### config.mk
export PLATFORM = sky130hd
export DESIGN_NAME = up_down_counter_mod_flat
export DESIGN_NICKNAME = d
export VERILOG_FILES = /design/src/rtl/udc_pkg.sv /design/src/rtl/up_down_counter_mod_if.sv /design/src/rtl/udc_next_val.sv /design/src/rtl/up_down_counter_mod.sv /design/src/flat_wrapper.sv
export SDC_FILE = /design/constraint.sdc
export NUM_CORES = 1
export LEC_CHECK = 0
export ABC_AREA = 1
export CORE_AREA = 10 10 55 57
export DETAILED_ROUTE_END_ITERATION = 10
export DIE_AREA = 0 0 65 67
export GPL_TIMING_DRIVEN = 0
export PLACE_DENSITY_LB_ADDON = 0.2
export SETUP_SLACK_MARGIN = 0.02
export SLEW_MARGIN = 20
export SYNTH_ARGS = -nofsm -noshare
export SYNTH_HDL_FRONTEND = slang
export SYNTH_HIERARCHICAL = 1
export SYNTH_SLANG_ARGS = --single-unit
### constraint.sdc
create_clock -name clk -period 1.88 [get_ports clk]
set_input_delay 0.376 -clock clk [delete_from_list [all_inputs] [get_ports clk]]
set_output_delay 0.376 -clock clk [all_outputs]
set_load 0.005 [all_outputs]
### src/rtl/udc_pkg.sv
// Shared types and constants for the up/down counter.
// Contents: direction constants and the per-edge step decode enum.
package udc_pkg;

  localparam logic UDC_DIR_UP   = 1'b1;
  localparam logic UDC_DIR_DOWN = 1'b0;

  typedef enum logic [1:0] {
    STEP_HOLD = 2'd0,
    STEP_LOAD = 2'd1,
    STEP_UP   = 2'd2,
    STEP_DOWN = 2'd3
  } udc_step_e;

endpackage : udc_pkg

### src/rtl/up_down_counter_mod_if.sv
// Control/status bundle of the up/down counter.
// master: drives en, up_down, load, load_val, sat_mode; observes count, ovf, unf, at_bound.
// slave : the counter itself.
interface up_down_counter_mod_if #(
  parameter int unsigned WIDTH = 8
);
  logic             en;
  logic             up_down;
  logic             load;
  logic [WIDTH-1:0] load_val;
  logic             sat_mode;
  logic [WIDTH-1:0] count;
  logic             ovf;
  logic             unf;
  logic             at_bound;

  modport master (
    output en, up_down, load, load_val, sat_mode,
    input  count, ovf, unf, at_bound
  );

  modport slave (
    input  en, up_down, load, load_val, sat_mode,
    output count, ovf, unf, at_bound
  );
endinterface : up_down_counter_mod_if

### src/rtl/udc_next_val.sv
// Combinational next-state function of the up/down counter.
// Ports: count_i (current), step_i (decoded action), sat_mode_i, load_val_i
//        -> count_next_o, ovf_next_o, unf_next_o.
// Configuration: UDC_SAT_EN compiles in saturation; otherwise sat_mode_i is ignored
// and the counter always wraps.
module udc_next_val
  import udc_pkg::*;
#(
  parameter int unsigned WIDTH   = 8,
  parameter int unsigned MAX_VAL = (2**WIDTH) - 1
) (
  input  logic [WIDTH-1:0] count_i,
  input  udc_step_e        step_i,
  input  logic             sat_mode_i,
  input  logic [WIDTH-1:0] load_val_i,
  output logic [WIDTH-1:0] count_next_o,
  output logic             ovf_next_o,
  output logic             unf_next_o
);

  localparam logic [WIDTH-1:0] MAX_W = WIDTH'(MAX_VAL);

  logic sat_active;

`ifdef UDC_SAT_EN
  assign sat_active = sat_mode_i;
`else
  logic unused_sat_mode;
  assign unused_sat_mode = sat_mode_i;
  assign sat_active      = 1'b0;
`endif

  // Bounds are compared before stepping so a non-power-of-two modulus wraps correctly.
  always_comb begin
    count_next_o = count_i;
    ovf_next_o   = 1'b0;
    unf_next_o   = 1'b0;
    case (step_i)
      STEP_LOAD: count_next_o = (load_val_i > MAX_W) ? MAX_W : load_val_i;
      STEP_UP: begin
        if (count_i == MAX_W) begin
          ovf_next_o   = 1'b1;
          count_next_o = sat_active ? MAX_W : '0;
        end else begin
          count_next_o = count_i + WIDTH'(1);
        end
      end
      STEP_DOWN: begin
        if (count_i == '0) begin
          unf_next_o   = 1'b1;
          count_next_o = sat_active ? '0 : MAX_W;
        end else begin
          count_next_o = count_i - WIDTH'(1);
        end
      end
      default: ;
    endcase
  end

endmodule : udc_next_val

### src/rtl/up_down_counter_mod.sv
// Modulus-programmable up/down counter with load, enable, wrap/saturate.
// Ports: clk, rst (async, active-high), bus (slave modport: en, up_down, load,
//        load_val, sat_mode in; count, ovf, unf registered out; at_bound combinational out).
// Configuration: UDC_SAT_EN enables saturate mode (see udc_next_val).
module up_down_counter_mod #(
  parameter int unsigned WIDTH   = 8,
  parameter int unsigned MAX_VAL = (2**WIDTH) - 1,
  parameter int unsigned RST_VAL = 0
) (
  input logic                  clk,
  input logic                  rst,
  up_down_counter_mod_if.slave bus
);
  import udc_pkg::*;

  localparam logic [WIDTH-1:0] MAX_W = WIDTH'(MAX_VAL);
  localparam logic [WIDTH-1:0] RST_W = WIDTH'(RST_VAL);

  logic [WIDTH-1:0] count_q, count_d;
  logic             ovf_q, ovf_d;
  logic             unf_q, unf_d;
  udc_step_e        step;

  // Priority decode: load, then enable, then hold.
  always_comb begin
    step = STEP_HOLD;
    if (bus.load) begin
      step = STEP_LOAD;
    end else if (bus.en) begin
      step = (bus.up_down == UDC_DIR_UP) ? STEP_UP : STEP_DOWN;
    end
  end

  udc_next_val #(
    .WIDTH   (WIDTH),
    .MAX_VAL (MAX_VAL)
  ) u_next (
    .count_i      (count_q),
    .step_i       (step),
    .sat_mode_i   (bus.sat_mode),
    .load_val_i   (bus.load_val),
    .count_next_o (count_d),
    .ovf_next_o   (ovf_d),
    .unf_next_o   (unf_d)
  );

  // State registers.
  always_ff @(posedge clk or posedge rst) begin
    if (rst) begin
      count_q <= RST_W;
      ovf_q   <= 1'b0;
      unf_q   <= 1'b0;
    end else begin
      count_q <= count_d;
      ovf_q   <= ovf_d;
      unf_q   <= unf_d;
    end
  end

  assign bus.count    = count_q;
  assign bus.ovf      = ovf_q;
  assign bus.unf      = unf_q;
  // Zero-latency bound flag used to enable the next cascaded stage.
  assign bus.at_bound = (bus.up_down == UDC_DIR_UP) ? (count_q == MAX_W) : (count_q == '0);

endmodule : up_down_counter_mod

### src/flat_wrapper.sv
// flat-port wrapper written by rule: the top's interface ports become plain ports
module up_down_counter_mod_flat import udc_pkg::*;
#(
  parameter int unsigned WIDTH   = 8,
  parameter int unsigned MAX_VAL = (2**WIDTH) - 1,
  parameter int unsigned RST_VAL = 0
)
  (clk, rst, bus_en, bus_up_down, bus_load, bus_load_val, bus_sat_mode, bus_count, bus_ovf, bus_unf, bus_at_bound);
  up_down_counter_mod_if #(.WIDTH(WIDTH)) bus_i ();
  input logic clk;
  input logic rst;
  input wire logic [$bits(bus_i.en)-1:0] bus_en;
  input wire logic [$bits(bus_i.up_down)-1:0] bus_up_down;
  input wire logic [$bits(bus_i.load)-1:0] bus_load;
  input wire logic [$bits(bus_i.load_val)-1:0] bus_load_val;
  input wire logic [$bits(bus_i.sat_mode)-1:0] bus_sat_mode;
  output wire logic [$bits(bus_i.count)-1:0] bus_count;
  output wire logic [$bits(bus_i.ovf)-1:0] bus_ovf;
  output wire logic [$bits(bus_i.unf)-1:0] bus_unf;
  output wire logic [$bits(bus_i.at_bound)-1:0] bus_at_bound;
  assign bus_i.en = bus_en;
  assign bus_i.up_down = bus_up_down;
  assign bus_i.load = bus_load;
  assign bus_i.load_val = bus_load_val;
  assign bus_i.sat_mode = bus_sat_mode;
  assign bus_count = bus_i.count;
  assign bus_ovf = bus_i.ovf;
  assign bus_unf = bus_i.unf;
  assign bus_at_bound = bus_i.at_bound;
  up_down_counter_mod #(.WIDTH(WIDTH), .MAX_VAL(MAX_VAL), .RST_VAL(RST_VAL)) u_core (.clk(clk), .rst(rst), .bus(bus_i));
endmodule
Word-level counts from Yosys, hierarchy flattened
Cells that the tools add are included.
{ "word_totals": {"register_bits": 10, "elab_cells": 24, "out_inout_bits": 11, "inputBits": 14} }
{ "classes": {"n_eq_ne": 4, "reduce_logical": 2, "n_mux": 12, "magnitude_cmp": 1, "add_sub_neg": 2} }
{ "ops": {"columns": ["cell", "n"], "rows": [
  ["$mux W8", 3],
  ["$pmux W8 S3", 1],
  ["$add A8 B1 Y8 const B", 1],
  ["$eq A8 B8 Y1 const B", 1],
  ["$gt A8 B8 Y1 const B", 1],
  ["$logic_not A8 Y1", 1],
  ["$sub A8 B1 Y8 const B", 1],
  ["$mux W1", 6],
  ["$eq A2 B2 Y1 const B", 2],
  ["$mux W2", 2],
  ["$reduce_bool A3 Y1", 1],
  ["$eq A2 B1 Y1 const B", 1]
]} }

Longest topological paths before layout
Gate-level depths: netlist of run 1.
{ "depth": {"depth_word": 5, "mapped_depth": 8} }

By module
Netlist of run 1, hierarchy kept.
{ "by_module_without_submodules": {"columns": ["mod", "area_per_inst_um2", "n_inst", "cells_per_inst"], "rows": [
  ["udc_next_val", 568.0, 1, 118],
  ["up_down_counter_mod", 330.3, 1, 29]
]} }

Worst setup path before layout of run 1
Ideal clock, no wire load.
{ "synth_timing": {"path_kind": "reg2reg", "from": "register u_core.count_q[0], in the netlist u_core/bus.count[0]", "to": "register u_core.count_q[2], in the netlist u_core/bus.count[2]", "setup_time_ns": 0.071, "stages_incl_launch_ff": 7, "arrival_time_ns": 1.334, "n_path_buf": 0, "synth_period_minus_slack_ns": 1.405, "setup_slack_ns": 0.475, "path_cell_list": "dfrtp_1 -> inv_1 -> ha_1 -> or2_2 -> a21oi_1 -> nor2_1 -> nand4_1"} }
{ "synth_via": {"elab_chain_cells": 3} }
{ "synth_rtl": {"columns": ["item", "line_no", "rtl"], "rows": [
  ["start: declaration", "up_down_counter_mod.sv:19", "logic [WIDTH-1:0] count_q, count_d;"],
  ["start signal: assignment", "up_down_counter_mod.sv:54", "count_q <= count_d;"],
  ["$sub A8 B1 Y8, or another cell as far along", "udc_next_val.sv:53", "count_next_o = count_i - WIDTH'(1);"],
  ["$mux W8, on equally long branches", "udc_next_val.sv:49, udc_next_val.sv:41", null],
  ["$pmux W8 S3 *", "udc_next_val.sv:38", "case (step_i)"],
  ["named net u_core.count_d[2]", "up_down_counter_mod.sv:19", null]
]} }
The timed path passes the listed nets; every way through them passes the cells marked *.
A chain may end at the register's enable or synchronous reset.

Final worst setup path of run 1
{ "layout_timing": {"from": "register u_core.count_q[7], in the netlist u_core/bus.count[7]", "to": "output port bus_at_bound"} }
{ "layout_via": {"elab_chain_cells": 2} }
{ "layout_rtl": {"columns": ["item", "line_no", "rtl"], "rows": [
  ["$eq A8 B8 Y1 / $logic_not A8 Y1 (equally long branches)", "up_down_counter_mod.sv:64", "assign bus.at_bound = (bus.up_down == UDC_DIR_UP) ? (count_q == MAX_W) : (count_q == '0);"],
  ["$mux W1 *", "up_down_counter_mod.sv:64", null],
  ["end: declaration", "flat_wrapper.sv:20", "output wire logic [$bits(bus_i.at_bound)-1:0] bus_at_bound;"]
]} }
Every way passes the cells marked *; elsewhere a longest branch is shown, timed or not.

==> results of run 1 <==
stage by stage:
stage / setup slack (ns) / total power, mW / instances
after detailed placement: -0.204 / 0.656 / 197
after global placement: -0.189 / 0.647 / 197
after CTS: 0.0407 / 0.854 / 201
final: 0.128 / 0.886 / 206
after global routing: 0.0345 / 0.949 / 206
after floorplan: 0.475 / 0.504 / 147
routing by layer:
layer	wire length [um]	vias up	track usage, %
met3	229	10	3.34
met1	1200	503	15.1
li1	-	547	-
met5	0	-	0
met2	1430	64	22.2
met4	83	0	5.61
sequential cells by signal, summed over array words and instances (netlist names):
| name | count |
|---|---|
| u_core/bus.count | 8 |
| u_core/bus.ovf | 1 |
| u_core/bus.unf | 1 |
final cells by class:
cell class                      instances  area [um^2]
Inverter                               16         60.1
Fill cell                             182          697
Clock buffer                            4         36.3
Multi-Input combinational cell        120          583
Timing Repair Buffer                   28          269
Sequential cell                        10          258
Buffer                                  1         5.00
Tap cell                               27         33.8
worst max-delay path, cell delays in order (launching register included):
cell           delay [ns]
dfrtp_1              0.49
nand2_1              0.08
nor2_1               0.13
nand3_1              0.08
nand2_1              0.07
dlygate4sd2_1        0.25
Yosys cell counts:
| master | instances |
|---|---|
| xor2_1 | 1 |
| nand2_1 | 52 |
| a21oi_1 | 2 |
| nor2_1 | 19 |
| inv_1 | 14 |
| or2_2 | 3 |
| o21bai_1 | 1 |
| or2_0 | 1 |
| dfrtp_1 | 10 |
| nor2_4 | 1 |
| nand4_4 | 1 |
| nand3_1 | 17 |
| ha_1 | 3 |
| nand4_1 | 11 |
| nor3_1 | 2 |
| buf_2 | 1 |
| nor2_2 | 1 |
| inv_2 | 2 |
| o21ai_0 | 5 |
cell usage in the layout (no fill, tap or decap):
master,synthesis,routed
a21oi_1,2,2
buf_2,1,1
buf_4,0,5
clkbuf_4,0,3
clkbuf_8,0,1
clkdlybuf4s50_1,0,21
dfrtp_1,10,4
dfrtp_2,0,6
dlygate4sd2_1,0,1
dlymetal6s2s_1,0,1
ha_1,3,3
inv_1,14,14
inv_2,2,2
nand2_1,52,52
nand3_1,17,17
nand4_1,11,11
nand4_4,1,1
nor2_1,19,19
nor2_2,1,1
nor2_4,1,1
nor3_1,2,2
o21ai_0,5,5
o21bai_1,1,1
or2_0,1,1
or2_2,3,3
xor2_1,1,1
power groups by stage:
| stage | sequential, mW | combinational (mW) | clock, mW |
|---|---|---|---|
| after floorplan | 0.298 | 0.206 | 0 |
| after global placement | 0.316 | 0.330 | 0 |
| after detailed placement | 0.317 | 0.339 | 0 |
| after CTS | 0.314 | 0.341 | 0.199 |
| after global routing | 0.299 | 0.440 | 0.210 |
| final | 0.292 | 0.397 | 0.197 |
final timing paths:
path,start,to
worst max register to register,u_core/bus.count[0],u_core/bus.count[4]
max in group asynchronous,rst,u_core/bus.count[4]
worst min-delay path,rst,u_core/bus.unf
min in group clk,u_core/bus.count[3],u_core/bus.count[3]
worst max-delay path,u_core/bus.count[7],bus_at_bound
worst min register to register,u_core/bus.count[3],u_core/bus.count[3]
timing repair:
item / 4_1_cts / 5_1_grt
setup endpoints to repair: 1 / 1
setup buffers: 0 / 5
gates resized for setup: 3 / 5
pin swaps: 0 / 1
kinds of logic after synthesis:
family	after synthesis	synth area share (%)
adder cells (fa/ha/maj)	3	4.18
buffers and inverters	17	7.24
AND/OR/NAND/NOR	108	55.0
AO/OA/AOI/OAI	8	4.74
XOR/XNOR	1	0.975
flip-flops	10	27.9
==> flow_summary.json, run 1 <==
{
  "vdd_ir_drop_max_mv": 0.526,
  "ant_nets": 0,
  "clkSinkCount": 10,
  "synth.net_count": 164,
  "maxSlewViolCount": 0,
  "seq_area_frac_synth_pct": 27.9,
  "cp-start-kind": "register",
  "drt_iter0_drc": 70,
  "fin_area_um2": 1240,
  "num_rows": 16,
  "diodes": 0,
  "syn-cell-area_um2": 898,
  "grt_usage_pct": 13.0,
  "cts_inserted_buffers": 3,
  "placed_area_um2": 1160,
  "p_clk_share_pct": 22.3,
  "setup_viol": 0,
  "htree_levels": 1,
  "maxClockFrequency_mhz": 571,
  "p_seq_share_pct": 33.0,
  "synth_top_area_share_pct": 27.9,
  "p_comb_share_pct": 44.8,
  "cts_tree": "done",
  "grt_max_degree": 11,
  "syn_inst": 147,
  "r2r_slack_ns": 0.28,
  "dpl.hpwl_mm": 2.22,
  "p_int_mw": 0.543,
  "antenna_found_initial": 0,
  "cp_max_fo": 8,
  "cap_violations": 0,
  "drc": 0,
  "reg2reg_depth": 8,
  "clockRootBuffer": "clkbuf_4",
  "grt_pass1_wl_mm": 4.62,
  "path_class": "reg -> out",
  "cp.required_ns": 1.50,
  "die_w_um": 65,
  "power.switching_mw": 0.344,
  "globalplace.congestion": 0.897,
  "cts.path.max_buffers": 2,
  "fin_tns_setup_ns": 0,
  "clk_pin_slew_ns": 0.07,
  "grt_pass1_vias": 1028,
  "syn_to_final_growth_pct": 38.6,
  "yosys-top-cells-area": "dfrtp_1 28%, nand2_1 22%, nand3_1 9.5%",
  "leakage_nw": 0.602,
  "status": "completed",
  "p_per_area_nw_per_um2": 712,
  "worstSetupEndpointType": "output pin",
  "holdWs_ns": 0.394,
  "nets": 197,
  "post-route-period-util_pct": 93.2,
  "slew_headroom_pct": 64.3,
  "globalRoute.totalOverflow": 0,
  "postCtsHoldBufs": 0,
  "fin_crit_ns": 1.75,
  "ys_warn_count": 6,
  "synth_area_leader_cell": "dfrtp_1",
  "swShare_pct": 38.8,
  "num_vias": 1124,
  "drive_gt1_share_pct": 13.4,
  "via_per_inst": 5.46,
  "synth-seq-cells": 10,
  "min_path_type": "in -> async",
  "routedWlPerCell_um": 14.3,
  "tightestPinTransition_ns": 0.533,
  "die_area_um2": 4360,
  "finalHoldViolCount": 0,
  "port_buffers": 23,
  "core_area_um2": 1940,
  "initial_core_util_pct": 46.3,
  "rsz0062_at_grt": "false",
  "cp.arrival_ns": 1.38,
  "routed_wl_mm": 2.95,
  "clock_latency_ns": 0.27,
  "firstDrtPassIters": 4,
  "final_util_pct": 64.1,
  "synth.avg_cell_area_um2": 6.11,
  "ios": 25,
  "synth_cell_types": 19,
  "die_h_um": 67,
  "finClkSkew_ns": 0.00256
}
(Power assumes the default switching activity.)
==> run 2: changes to the inputs <==
CORE_AREA = 10 10 64 50   (was 10 10 55 57)
DIE_AREA = 0 0 74 60   (was 0 0 65 67)
==> run 2 against run 1 <==
Via count is 4.9% lower. Sequential power increased by 6.8%. Count of clock-buffer cells in the layout down 1. Die area rose by 2.0%. Sequential cell count stayed put. Global-route usage is 0.097 points lower. Clock skew up 0.00081 ns. Total power fell by 5.7%. Core utilization is 4.2 points lower. Register-to-register slack improved by 0.08 ns. Cell count fell by 1.9%. Critical path type unchanged.
==> flow_summary.json, run 2 (synthesis gave the netlist of run 1 again) <==
{
  "num_rows": 14,
  "post-route-period-util_pct": 92.9,
  "core_area_um2": 2050,
  "antenna_found_initial": 0,
  "port_buffers": 23,
  "grt_pass1_vias": 941,
  "ant_nets": 0,
  "path_class": "reg -> out",
  "dpl.hpwl_mm": 2.24,
  "maxClockFrequency_mhz": 572,
  "drive_gt1_share_pct": 13.5,
  "firstDrtPassIters": 4,
  "grt_pass1_wl_mm": 4.56,
  "maxSlewViolCount": 0,
  "ios": 25,
  "num_vias": 1069,
  "cap_violations": 0,
  "die_area_um2": 4440,
  "finalHoldViolCount": 0,
  "initial_core_util_pct": 43.8,
  "via_per_inst": 5.29,
  "nets": 197,
  "syn_to_final_growth_pct": 36.8,
  "tightestPinTransition_ns": 0.595,
  "met2_usage_pct": 21.1,
  "slew_headroom_pct": 60.2,
  "worstSetupEndpointType": "output pin",
  "diodes": 0,
  "globalRoute.totalOverflow": 0,
  "cts_tree": "done",
  "vdd_ir_drop_max_mv": 0.427,
  "power_mw": 0.836,
  "drc": 0,
  "cp.required_ns": 1.50,
  "holdWs_ns": 0.395,
  "layout_common_cells": "52 x nand2_1, 21 x clkdlybuf4s50_1, 19 x nor2_1",
  "clkSinkCount": 10,
  "min_path_type": "in -> async",
  "die_w_um": 74,
  "cts.path.max_buffers": 2,
  "grt_max_degree": 11,
  "slowest_stage": "dfrtp_2",
  "die_h_um": 60,
  "cp_max_fo": 7,
  "clockRootBuffer": "clkbuf_4",
  "htree_levels": 1,
  "cpMostUsedCell": "nand2_1",
  "grt.met1_usage_pct": 16.6,
  "cp.arrival_ns": 1.37,
  "final_common_cell": "nand2_1",
  "largest_reg_flops": 8,
  "cp-start-kind": "register",
  "cts_inserted_buffers": 3,
  "setup_viol": 0,
  "clk_pin_slew_ns": 0.07,
  "cpPeakStageDelay_ns": 0.47,
  "globalplace.congestion": 0.884,
  "grt_usage_pct": 12.9,
  "use_met3_pct": 3.15,
  "busiest_layer": "met2",
  "rsz0062_at_grt": "false",
  "routedWlPerCell_um": 14.2,
  "fin_crit_ns": 1.75,
  "drt_iter0_drc": 119,
  "finClkSkew_ns": 0.00337,
  "clock_latency_ns": 0.27,
  "leakage_nw": 0.594,
  "status": "completed",
  "routed_wl_mm": 2.88,
  "p_per_area_nw_per_um2": 680,
  "cp_cell_sequence": "or2_0 > nor2_1 > nand2_1 > nand2_1 > dlygate4sd2_1"
}
run 2: changes by cell type in the layout (fill, tap and decap cells not counted):
cell      change
dfrtp_2       +1
dfrtp_1       -1
clkbuf_8      -1
run 2: power breakdown:
part	switching (mW)	total (mW)	internal (mW)
Sequential	0.0641	0.312	0.248
Clock	0.0773	0.151	0.0740
Combinational	0.196	0.373	0.177
Total	0.337	0.836	0.499
run 2: final timing paths:
path | start | end | slack [ns] | cells after the start
max in group asynchronous | rst | u_core/bus.count[7] | 1.16 | 2
max | u_core/bus.count[2] | bus_at_bound | 0.13 | 5
min in group clk | bus_up_down | u_core/bus.unf | 0.61 | 4
min | rst | u_core/bus.unf | 0.39 | 2
max reg2reg | u_core/bus.count[0] | u_core/bus.count[2] | 0.36 | 6
min reg2reg | u_core/bus.count[7] | u_core/bus.count[7] | 0.62 | 2
run 2: critical path, delay by kind of cell (launching register included):
kind | cells | cell delay, ns
simple gates | 4 | 0.41
buf+inv | 1 | 0.22
flops | 1 | 0.47
run 2: final cells by class:
cell class / instances / area, um^2
Tap cell: 24 / 30.0
Clock buffer: 3 / 22.5
Inverter: 16 / 60.1
Fill cell: 205 / 821
Buffer: 1 / 5.00
Multi-Input combinational cell: 120 / 583
Sequential cell: 10 / 259
Timing Repair Buffer: 28 / 269
run 2: repair_timing:
item                                    CTS  global route
pin swaps                                 1             1
endpoints found under the setup margin    1             1
hold buffers                              0             0
gates resized for setup                   3             6
setup buffers                             0             5
run 2: per-stage QoR:
stage	util (%)	area [um^2]	setup WS [ns]	setup TNS (ns)	instances
floorplan	-	898	0.475	0	147
global placement	56.5	1160	-0.164	-0.170	194
detailed placement	56.5	1160	-0.225	-0.415	194
CTS	57.7	1180	0.0587	0	197
global route	60.0	1230	0.0234	0	202
finish	60.0	1230	0.133	0	202
run 2: metal layers:
layer | vias up | routed length (um) | share of wire [%]
met2 | 47 | 1300 | 45
met3 | 8 | 232 | 8.1
met5 | - | 0 | 0
met4 | 0 | 44 | 1.5
li1 | 542 | - | -
met1 | 472 | 1300 | 45
